## config.mk

```make
export PLATFORM = sky130hd
export DESIGN_NAME = seg_display_scanner
export DESIGN_NICKNAME = d
export VERILOG_FILES = /design/src/rtl/seg_display_scanner.sv
export SDC_FILE = /design/constraint.sdc
export NUM_CORES = 1
export LEC_CHECK = 0
export BUFFER_PORTS_ARGS = -buffer_cell sky130_fd_sc_hd__buf_2
export CORE_MARGIN = 5
export CORE_UTILIZATION = 40
export DETAILED_ROUTE_END_ITERATION = 12
export GPL_ROUTABILITY_DRIVEN = 0
export GPL_TIMING_DRIVEN = 0
export PLACE_DENSITY_LB_ADDON = 0.3
export SYNTH_ARGS = -nofsm -noshare
export SYNTH_HDL_FRONTEND = slang
export SYNTH_SLANG_ARGS = --single-unit
```

## constraint.sdc

```tcl
create_clock -name clk -period 3.7 [get_ports clk]
set_input_delay 0.925 -clock clk [delete_from_list [all_inputs] [get_ports clk]]
set_output_delay 0.925 -clock clk [all_outputs]
set_load 0.05 [all_outputs]
```

## src/rtl/seg_display_scanner.sv

```systemverilog
// Time-multiplexed scanner for a common-anode multi-digit 7-segment display.
// Tear-free value updates at frame boundaries, dead time per slot, leading-zero blanking.
module seg_display_scanner #(
    parameter int unsigned NUM_DIGITS   = 4,
    parameter int unsigned REFRESH_DIV  = 50000,
    parameter int unsigned BLANK_CYCLES = 500,
    localparam int unsigned IW = (NUM_DIGITS > 1) ? $clog2(NUM_DIGITS) : 1
) (
    input  logic                    clk,
    input  logic                    rst_n,
    input  logic                    enable,
    input  logic [4*NUM_DIGITS-1:0] value,
    input  logic                    load,
    input  logic                    blank_lz,
    input  logic [NUM_DIGITS-1:0]   dp_mask,
    output logic [3:0]              hex_out,
    output logic [NUM_DIGITS-1:0]   an,
    output logic                    dp,
    output logic                    blank,
    output logic [IW-1:0]           digit_idx,
    output logic                    frame_done
);

    localparam int unsigned CW = $clog2(REFRESH_DIV);
    localparam int unsigned VW = 4 * NUM_DIGITS;
    localparam logic [IW-1:0] LAST_IDX = IW'(NUM_DIGITS - 1);
    localparam logic [CW-1:0] LAST_CNT = CW'(REFRESH_DIV - 1);

    logic [CW-1:0]         cnt_q, cnt_d;
    logic [IW-1:0]         idx_q, idx_d;
    logic [VW-1:0]         shadow_q, shadow_d;
    logic [VW-1:0]         disp_q, disp_d;
    logic                  pending_q, pending_d;

    logic [3:0]            hex_q, hex_d;
    logic [NUM_DIGITS-1:0] an_q, an_d;
    logic                  dp_q, dp_d;
    logic                  blank_q, blank_d;
    logic                  frame_done_q, frame_done_d;

    logic                  slot_end;
    logic                  frame_end;
    logic                  apply;

    // Scan position, shadow/display handoff.
    always_comb begin
        slot_end  = (cnt_q == LAST_CNT);
        frame_end = enable && slot_end && (idx_q == LAST_IDX);

        cnt_d = '0;
        idx_d = '0;
        if (enable) begin
            if (slot_end) begin
                cnt_d = '0;
                idx_d = (idx_q == LAST_IDX) ? '0 : idx_q + 1'b1;
            end else begin
                cnt_d = cnt_q + 1'b1;
                idx_d = idx_q;
            end
        end

        // While disabled there is no frame to tear, so a pending value lands at once.
        apply     = pending_q && (!enable || frame_end);
        disp_d    = apply ? shadow_q : disp_q;
        shadow_d  = load ? value : shadow_q;
        pending_d = load || (pending_q && !apply);
    end

    // Outputs are derived from the post-edge state so every output names the same digit.
    logic [3:0] sel_nib;
    logic       sel_dp;
    logic       sel_zero;
    logic       all_zero;
    logic       lz;
    logic       dead;

    always_comb begin
        sel_nib  = '0;
        sel_dp   = 1'b0;
        sel_zero = 1'b0;
        all_zero = 1'b1;
        for (int i = int'(NUM_DIGITS) - 1; i >= 0; i--) begin
            all_zero = all_zero && (disp_d[4*i +: 4] == 4'h0);
            if (idx_d == IW'(i)) begin
                sel_nib  = disp_d[4*i +: 4];
                sel_dp   = dp_mask[i];
                sel_zero = all_zero;
            end
        end

        lz   = blank_lz && (idx_d != '0) && sel_zero;
        dead = (32'(cnt_d) < BLANK_CYCLES);

        an_d = '1;
        if (enable && !dead && !lz) begin
            for (int i = 0; i < int'(NUM_DIGITS); i++) begin
                if (idx_d == IW'(i)) begin
                    an_d[i] = 1'b0;
                end
            end
        end

        hex_d        = sel_nib;
        blank_d      = !enable || dead || lz;
        dp_d         = sel_dp && !blank_d;
        frame_done_d = frame_end;
    end

    always_ff @(posedge clk or negedge rst_n) begin
        if (!rst_n) begin
            cnt_q        <= '0;
            idx_q        <= '0;
            shadow_q     <= '0;
            disp_q       <= '0;
            pending_q    <= 1'b0;
            hex_q        <= '0;
            an_q         <= '1;
            dp_q         <= 1'b0;
            blank_q      <= 1'b1;
            frame_done_q <= 1'b0;
        end else begin
            cnt_q        <= cnt_d;
            idx_q        <= idx_d;
            shadow_q     <= shadow_d;
            disp_q       <= disp_d;
            pending_q    <= pending_d;
            hex_q        <= hex_d;
            an_q         <= an_d;
            dp_q         <= dp_d;
            blank_q      <= blank_d;
            frame_done_q <= frame_done_d;
        end
    end

    assign hex_out    = hex_q;
    assign an         = an_q;
    assign dp         = dp_q;
    assign blank      = blank_q;
    assign digit_idx  = idx_q;
    assign frame_done = frame_done_q;

endmodule

```

======== Yosys cells after proc, flatten, opt, wreduce, memory -nomap -nowiden ========
Index checks and enable logic that the tools add are counted.
word-level totals
  register bits after elaboration ......... 62
  bits of input ports ..................... 25
  output and inout bits ................... 13
cells by class
  $add $sub $neg .......................... 2
  $lt $le $gt $ge ......................... 1
  equality and inequality tests ........... 5
  mux-type cells .......................... 23
  reductions and logical operators ........ 27
operators with widths
  cell                   number
  $mux 16                3
  $mux 4                 5
  $add 16x1->16 const B  1
  $eq 16x16->1 const B   1
  $logic_not 4->1        4
  $lt 16x9->1 const B    1
  $logic_and 1x1->1      12
  $mux 1                 12
  $eq 2x2->1 const B     3
  $mux 2                 3
  $logic_not 1->1        5
  $logic_or 1x1->1       4
  $add 2x1->2 const B    1
  $eq 2x1->1 const B     1
  $logic_not 2->1        1
  $reduce_bool 2->1      1

======== Depth between registers and ports, before layout ========
Gate-level depths: netlist (run 1).
  word-level depth ........................ 15
  mapped depth ............................ 10

======== Worst setup path before layout (run 1) ========
Ideal clock, no wire load.
  kind .................................... flip-flop to flip-flop
  start point ............................. reg idx_q[0] (netlist: digit_idx[0])
  end point ............................... reg hex_q[3] (netlist: hex_out[3])
  data arrival time ....................... 2.512 ns
  setup slack ............................. 1.063 ns
  stages on the path, launching flop included .. 9
  clock period less this slack ............ 2.637 ns
  cells stage by stage .................... dfrtp_1 -> ha_1 -> nand4_1 -> o41ai_4 -> nand2_4 -> buf_6 -> mux2_4 -> mux2_2 -> mux2_2
RTL lines
  what                      RTL line  text
  start: declaration        30        logic [IW-1:0] idx_q, idx_d;
  start signal: assignment  123       idx_q <= idx_d;
  $eq 2x2->1                48        frame_end = enable && slot_end && (idx_q == LAST_IDX);
  $logic_and 1x1->1         48
  $logic_or 1x1->1          63        apply = pending_q && (!enable || frame_end);
  $logic_and 1x1->1         63
  $mux 16                   64        disp_d = apply ? shadow_q : disp_q;
  named net disp_d[3]       32        logic [VW-1:0] disp_q, disp_d;
  $mux 4                    84        if (idx_d == IW'(i)) begin
  named net hex_d[3]        35        logic [3:0] hex_q, hex_d;
  end signal: assignment    116       hex_q <= '0;
  end signal: assignment    127       hex_q <= hex_d;
  end: declaration          35
The timed path passes the listed nets, and every way through them passes these cells.
A chain may end at the register's enable or synchronous reset.

======== Worst setup path after layout (run 1) ========
  start point ............................. reg cnt_q[7]
  end point ............................... reg dp_q (netlist: dp)
RTL lines
  what                      RTL line  text
  start: declaration        29        logic [CW-1:0] cnt_q, cnt_d;
  start signal: assignment  122       cnt_q <= cnt_d;
  $eq 16x16->1 *            47        slot_end = (cnt_q == LAST_CNT);
  $mux 2 *                  53        if (slot_end) begin
  $mux 2 *                  52        if (enable) begin
  named net idx_d[0]        30
  $eq 2x2->1                84
  $mux 1 (4 in a row)       84
  $logic_and 1x1->1         91        lz = blank_lz && (idx_d != '0) && sel_zero;
  $logic_or 1x1->1          104       blank_d = !enable || dead || lz;
  $logic_not 1->1           105       dp_d = sel_dp && !blank_d;
  $logic_and 1x1->1 *       105
  named net dp_d            37        logic dp_q, dp_d;
  end signal: assignment    129       dp_q <= dp_d;
  end: declaration          37
Mark *: on every way through the listed nets, which the timed path passes. The rest lies on a longest branch.

==> results of run 1 <==
==> state kept, by name, summed over array words and instances (netlist names), 2 cells and up <==
signal	cells
hex_out	4
digit_idx	2
an	4
cnt_q	16
shadow_q	16
disp_q	16
==> power by group through the flow <==
stage          clock, mW  combinational [mW]  sequential, mW
2_1_floorplan          0               0.112           0.810
5_1_grt            0.591               0.219           0.784
4_1_cts            0.559               0.203           0.777
3_3_place_gp           0               0.198           0.787
6_report           0.542               0.198           0.776
3_5_place_dp           0               0.202           0.789
==> synthesized netlist by cell type (2+ instances only) <==
| master | instances |
|---|---|
| nor4_1 | 9 |
| o311ai_0 | 2 |
| dfstp_2 | 5 |
| o21ai_0 | 9 |
| xor2_1 | 8 |
| nand2_4 | 2 |
| inv_1 | 7 |
| mux2_2 | 42 |
| and3_2 | 3 |
| mux2i_1 | 6 |
| clkbuf_1 | 3 |
| nand3_1 | 6 |
| dfrtp_1 | 57 |
| mux2_4 | 2 |
| and2_1 | 2 |
| xnor2_1 | 6 |
| nand2_1 | 16 |
| nand4_1 | 6 |
| buf_6 | 4 |
| nor2_1 | 20 |
| and3_1 | 2 |
| ha_1 | 2 |
| o211ai_1 | 2 |
| a21oi_1 | 3 |
==> worst max path at each step <==
stage	start	end	cells after the start
after global routing	cnt_q[7]	dp	9
after detailed placement	cnt_q[7]	hex_out[2]	9
final	cnt_q[7]	dp	9
after global placement	cnt_q[7]	hex_out[2]	9
after CTS	cnt_q[7]	hex_out[2]	9
after floorplan	digit_idx[0]	hex_out[3]	8
==> metal layers <==
layer  track usage, %  up-vias
li1                 -     1015
met1             16.7     1026
met2             22.6       42
met3             4.79        9
met4             5.43        0
met5                0        -
==> cell type report <==
| class | instances | area, sq um |
|---|---|---|
| sequential | 62 | 1560 |
| inverter | 8 | 32.5 |
| fill | 703 | 4030 |
| tap | 102 | 128 |
| clock buffer | 9 | 124 |
| timing repair buffer | 36 | 183 |
| multi-input combinational | 173 | 1410 |
| clock inverter | 7 | 57.6 |
| buffer | 11 | 83.8 |
==> cell families after synthesis <==
group / Yosys count
adder cells (fa/ha/maj): 2
AO/OA/AOI/OAI: 29
XOR/XNOR: 14
flip-flops: 62
multiplexers: 51
AND/OR/NAND/NOR: 77
buffers and inverters: 19
==> critical path, cell delays in order, from the launching register on <==
cell	delay, ps
dfrtp_1	460
or4b_4	600
or4_1	430
buf_6	160
mux2_4	330
nand2_4	100
inv_4	50
and2_4	150
o21ai_4	180
o221a_1	220
==> flow_summary.ini, run 1 <==
[drt]
maxUsedRoutingLayer = met4
drtIter0Drc = 70
postRouteAntennaNets = 0
wl_met3_um = 254
routed-wl-met2_mm = 3.04
wl_met1_mm = 2.79
vias_per_cell = 5.13
drt-total-wl_mm = 6.19
wl_per_cell_um = 15.2
route.detailed.drc = 0
vias = 2092
drtPass1Iterations = 4

[grt]
overflow = 0
grt_pass1_vias = 2157
grt_use_total_pct = 13.8
grt_pass1_wl_mm = 10.5
grt_antenna_before_repair = 0
grt_max_degree = 63

[cts]
cts_buffers = 9
ctsRootBufferMaster = clkbuf_8
clock_sinks = 62
cts_tree = done
holdBufCountCts = 0
path_clk_slew_ps = 80
postCtsSetupRepairBufs = 0
cts_resized = 0
insertion_delay_ps = 350
htree_levels = 3
clk_path_buf_depth = 2

[yosys]
synth_compound_area_share_pct = 7.55
synth_top_area_cell = dfrtp_1
avgSynthCellArea_sq_um = 12.1
synth_top_family_by_area = multiplexers
synth-adder-area-share_pct = 0.812
async_flop_share_pct = 100
synth_edf_count = 0
ys_ff_latch = 62
syn_area_sq_um = 3080
synth.area.top_cells = dfrtp_1 (46%), mux2_2 (15%), dfstp_2 (4.3%)
ys.flop_type = dfrtp_1
yosysWarnings = 0
syn_nets = 281
yosys.area_share.simple_pct = 14.4
synth-xor-area-share_pct = 3.98
ys_seq_area_share_pct = 50.5
synth_mux_area_share_pct = 19.0
yosysTopAreaCellShare_pct = 46.3
synth_cell_types = 54
netlist_instances = 254

[power]
vdd_drop_max_uv = 341
p_leak_nw = 1.55
p_int_mw = 1.08
total_power_mw = 1.52
seqPwrFrac_pct = 51.2
power.density_nw_per_um2 = 424
p_sw_uw = 433
power_frac_comb_pct = 13.1
clkPwrFrac_pct = 35.7
switching_share_pct = 28.5

[floorplan]
core_sq_um = 7610
initial_core_util_pct = 40.5
placementRows = 32
die_x_um = 97.8
io_pins = 38
die_area_sq_um = 9560
chipHeight_um = 97.8

[sta]
slew_viol_final = 0
hold_viol_final = 0
worstMarginPinSlew_ps = 771
worst_slack_ps = 949
finClkSkew_ps = 11.5
min_period_over_period_pct = 74.4
setup_violations = 0
max_freq_mhz = 363
maxSlewHeadroom_pct = 48.6
rsz0062_at_grt = no
final.setup.tns_ps = 0
holdWs_ps = 514
layout_min_cycle_time_ps = 2750

[layout]
final_area_sq_um = 3570
finalNonFillerCells = 408
drive_gt1_share_pct = 40.2
layout.nets = 328
final_common_cell = dfrtp_1
most-common-layout-cells = dfrtp_1 (57), mux2_2 (42), buf_2 (36)
diodes = 0
fin_util_pct = 47.0
area_growth_pct = 15.9

[worst_setup_path]
cp_max_fo = 9
rr_startpoint = cnt_q[7]
worstSetupStartpointType = register
crit_required_ps = 3980
r2r-end = dp
worstPathArrival_ps = 3030
worstRegToRegCells = 9
r2r_slack_ps = 950
worstSetupPathType = register to register
endpoint_kind = register

[min_path]
whs_endpoint = disp_q[3]
hp-start = disp_q[3]
hold_path_class = register to register
hold-path-cell-count = 1

[placement]
place.port_buffers = 36
placed_area_sq_um = 3390
dpl.cell_count = 392
hpwl_mm = 4.47
dp_slack_ps = 942

[job]
maxCapViolations = 0

[outcome]
status = finished clean
Note: power is estimated with default switching activity, not from simulation.
==> inputs of run 2 (changes only) <==
- clock period: 3.7 -> 2.2 ns (I/O delays scaled with it)
==> flow_summary.ini, run 2 (same netlist as run 1, synthesis figures left out) <==
[outcome]
status = complete, but fails checks
violations = negative setup slack

[power]
p_int_mw = 1.98
p_leak_nw = 1.66
power_frac_comb_pct = 13.8
p_sw_uw = 688
total_power_mw = 2.67
seqPwrFrac_pct = 49.0
switching_share_pct = 25.8
power.density_nw_per_um2 = 703
clkPwrFrac_pct = 37.2
vdd_drop_max_uv = 486

[floorplan]
io_pins = 38
die_x_um = 97.8
core_sq_um = 7610
initial_core_util_pct = 40.5
placementRows = 32
die_area_sq_um = 9560
chipHeight_um = 97.8

[layout]
diodes = 0
drive_gt1_share_pct = 46.6
final_area_sq_um = 3790
finalNonFillerCells = 422
layout.nets = 342
area_growth_pct = 23.1
fin_util_pct = 49.9
most-common-layout-cells = dfrtp_1 (54), buf_2 (36), mux2_2 (34)
reg_top3 = cnt_q x16, disp_q x16, shadow_q x16
final_common_cell = dfrtp_1

[placement]
place.port_buffers = 36
dpl.cell_count = 392
placed_area_sq_um = 3400
hpwl_mm = 4.37
dp_slack_ps = -505

[sta]
setup_violations = 11
worst_slack_ps = -367
maxSlewHeadroom_pct = 48.3
max_freq_mhz = 390
layout_min_cycle_time_ps = 2570
slew_viol_final = 0
hold_viol_final = 0
final.setup.tns_ps = -3030
holdWs_ps = 286
worstMarginPinSlew_ps = 776
finClkSkew_ps = 9.42
min_period_over_period_pct = 117
rsz0062_at_grt = yes

[cts]
insertion_delay_ps = 340
cts_tree = done
clock_sinks = 62
holdBufCountCts = 0
clk_path_buf_depth = 2
cts_buffers = 9
ctsRootBufferMaster = clkbuf_8
htree_levels = 3
path_clk_slew_ps = 70

[worst_setup_path]
crit_chain = or4b_4 > or4_4 > mux2_4 > nand2_4 > inv_4 > and2_4 > o21ai_4 > o221a_1
worstSetupStartpointType = register
endpoint_kind = register
rr_startpoint = cnt_q[7]
cp_slowest_cell = or4b_4
worstSetupPathType = register to register
crit_buf_inv = 1
crit_required_ps = 2470
worstRegToRegCells = 8
crit_start = cnt_q[7]
cpPeakStageDelay_ps = 570
critical_path.top_delay_family = simple AND/OR/NAND/NOR gates
cp_max_fo = 7
r2r-end = dp
path_depth = 8
worstPathArrival_ps = 2840
setup.worst_path.end = dp
r2r_slack_ps = -370

[grt]
grt_pass1_vias = 2159
grt_pass1_wl_mm = 10.5
grt_antenna_before_repair = 0
grt_use_total_pct = 13.8
grt_max_degree = 63
overflow = 0

[drt]
wl_per_cell_um = 14.8
routed-wl-met2_mm = 3.12
drtIter0Drc = 68
vias = 2144
drtPass1Iterations = 4
drt-total-wl_mm = 6.26
wl_met1_mm = 2.79
postRouteAntennaNets = 0
wl_met3_um = 227
maxUsedRoutingLayer = met4
route.detailed.drc = 0
vias_per_cell = 5.08

[min_path]
hold_path_class = primary input to async pin

[job]
maxCapViolations = 0
==> run 2: cell types whose count changed in the layout (fill, tap and decap cells not counted), moves of 2 or more <==
cell     previous run  this run
dfrtp_2             0         3
inv_6               3         0
dfrtp_1            57        54
o21ai_0             9         7
mux2_4              2        10
buf_4               1        15
mux2_2             42        34
==> run 2: worst min-delay path by stage <==
stage | from | slack [ps] | cells past startpoint | to
2_1_floorplan | rst_n | 250 | 0 | cnt_q[0]
3_3_place_gp | disp_q[0] | 480 | 1 | disp_q[0]
3_5_place_dp | disp_q[0] | 490 | 1 | disp_q[0]
4_1_cts | value[3] | 420 | 2 | shadow_q[3]
5_1_grt | rst_n | 330 | 1 | shadow_q[9]
6_report | rst_n | 290 | 1 | shadow_q[11]
==> run 2: area by class of cell <==
cell class	instances	area, sq um
Clock inverter	5	58.8
Tap cell	102	128
Timing Repair Buffer	51	312
Fill cell	687	3810
Multi-Input combinational cell	173	1490
Inverter	8	32.5
Buffer	10	76.3
Sequential cell	62	1560
Clock buffer	11	141
==> run 2: layer usage <==
| metal | GRT usage (%) | vias to the layer above |
|---|---|---|
| met1 | 17.2 | 1059 |
| met3 | 3.93 | 15 |
| met4 | 5.43 | 0 |
| met2 | 22.7 | 35 |
| li1 | - | 1035 |
| met5 | 0 | - |
==> run 2: power groups by stage <==
stage	sequential, mW	combinational (mW)	clock, mW
finish	1.31	0.368	0.993
global route	1.32	0.404	1.07
CTS	1.31	0.360	1.02
detailed placement	1.33	0.340	0
global placement	1.32	0.333	0
floorplan	1.36	0.188	0
==> run 2: worst reg2reg max path: stages (launching register included) <==
cell and delay, ps:
dfrtp_2 400, or4b_4 570, or4_4 510, mux2_4 370, nand2_4 80, inv_4 30
and2_4 140, o21ai_4 190, o221a_1 220
==> run 2: what timing repair did <==
item | 4_1_cts | 5_1_grt
gates cloned | 0 | 0
setup endpoints to repair | 21 | 20
setup buffers | 13 | 2
pin swaps | 4 | 2
gates resized for setup | 15 | 9
==> inputs of run 3 (changes only) <==
- CORE_UTILIZATION: 40 -> 50
==> flow_summary.ini, run 3 (same netlist as run 1, synthesis figures left out) <==
[outcome]
status = complete, but fails checks
violations = negative setup slack

[worst_setup_path]
cpPeakStageDelay_ps = 580
r2r_slack_ps = -360
worstRegToRegCells = 7
setup.worst_path.end = hex_out[0]
crit_chain = or4b_4 > o41ai_4 > nand2_4 > buf_8 > mux2_2 > mux2_4 > mux2_2
worstSetupStartpointType = register
cp_slowest_cell = or4b_4
cp_max_fo = 10
rr_startpoint = cnt_q[11]
crit_start = cnt_q[11]
worstPathArrival_ps = 2780
worstSetupPathType = register to register
crit_required_ps = 2420
endpoint_kind = register
crit_top_cell = mux2_2
r2r-end = hex_out[0]

[layout]
final_common_cell = dfrtp_1
reg_top3 = cnt_q x16, disp_q x16, shadow_q x16
diodes = 0
drive_gt1_share_pct = 49.1
most-common-layout-cells = dfrtp_1 (54), mux2_2 (37), buf_2 (36)
area_growth_pct = 23.7
finalNonFillerCells = 399
layout.nets = 346
fin_util_pct = 64.0

[power]
power.density_nw_per_um2 = 670
p_leak_nw = 1.66
vdd_drop_max_uv = 559
total_power_mw = 2.55

[sta]
hold_viol_final = 0
maxSlewHeadroom_pct = 49.1
rsz0062_at_grt = yes
min_period_over_period_pct = 116
worst_slack_ps = -363
layout_min_cycle_time_ps = 2560
finClkSkew_ps = 12.3
setup_violations = 10
worstMarginPinSlew_ps = 763
slew_viol_final = 0
final.setup.tns_ps = -2820
max_freq_mhz = 390
holdWs_ps = 281

[drt]
vias_per_cell = 5.42
postRouteAntennaNets = 0
drt-total-wl_mm = 6.38
drtPass1Iterations = 4
drtIter0Drc = 135
vias = 2162
route.detailed.drc = 0
wl_per_cell_um = 16.0

[cts]
clk_path_buf_depth = 2
htree_levels = 3
path_clk_slew_ps = 80
cts_buffers = 9
clock_sinks = 62
insertion_delay_ps = 340
ctsRootBufferMaster = clkbuf_8
cts_tree = done
holdBufCountCts = 0

[floorplan]
io_pins = 38
core_sq_um = 5960
placementRows = 28
die_area_sq_um = 7840
die_x_um = 88.5
chipHeight_um = 88.5
initial_core_util_pct = 51.8

[job]
maxCapViolations = 0

[placement]
dpl.cell_count = 365
hpwl_mm = 4.17
place.port_buffers = 36

[grt]
grt_antenna_before_repair = 0
grt_use_total_pct = 17.7
grt_pass1_vias = 2236
grt_max_degree = 63
grt_pass1_wl_mm = 10.5
overflow = 0

[min_path]
hold_path_class = primary input to async pin
## run 3: where the power goes
group	total, mW	switching (mW)	internal [mW]
combinational	0.365	0.187	0.179
sequential	1.31	0.0587	1.25
clock	0.881	0.472	0.410
## run 3: per-layer routing
layer | up-vias | part of all wire, % | global-route usage [%]
met4 | 0 | 1.4 | 7.01
met2 | 50 | 47 | 27.3
li1 | 1059 | - | -
met1 | 1045 | 47 | 24.0
met5 | - | 0 | 0
met3 | 8 | 5.2 | 4.47
## run 3: final cells by class
class                   count  area, sq um
well taps                  75         93.8
flip-flops and latches     62         1560
repair buffers             54          334
plain buffers              10         80.1
fillers                   455         2140
clock inverters             7         48.8
inverters                   8         32.5
clock buffers               9          124
multi-input cells         174         1540
## run 3: metrics by stage
step	area, sq um	setup WS [ps]
5_1_grt	3810	-449
3_3_place_gp	3360	-507
4_1_cts	3720	-361
6_report	3810	-363
3_5_place_dp	3360	-528
2_1_floorplan	3090	-364
## run 3: critical path: cells and delay by family, from the launching register on
family	cells	cell delay, ps
and+or+nand+nor	2	700
AOI/OAI and AO/OA	1	380
muxes	3	820
DFF	1	380
buffers and inverters	1	160
## run 3: how the worst min path moves through the flow
stage / to / depth (start not counted)
final: frame_done / 1
after CTS: shadow_q[4] / 2
after detailed placement: disp_q[3] / 1
after global routing: frame_done / 1
after floorplan: cnt_q[0] / 0
after global placement: disp_q[3] / 1
## run 3: timing repair
action,CTS,global route
resized for setup,17,14
pin swaps,6,5
cloned,1,0
buffers inserted,14,4
setup endpoints to repair,20,21
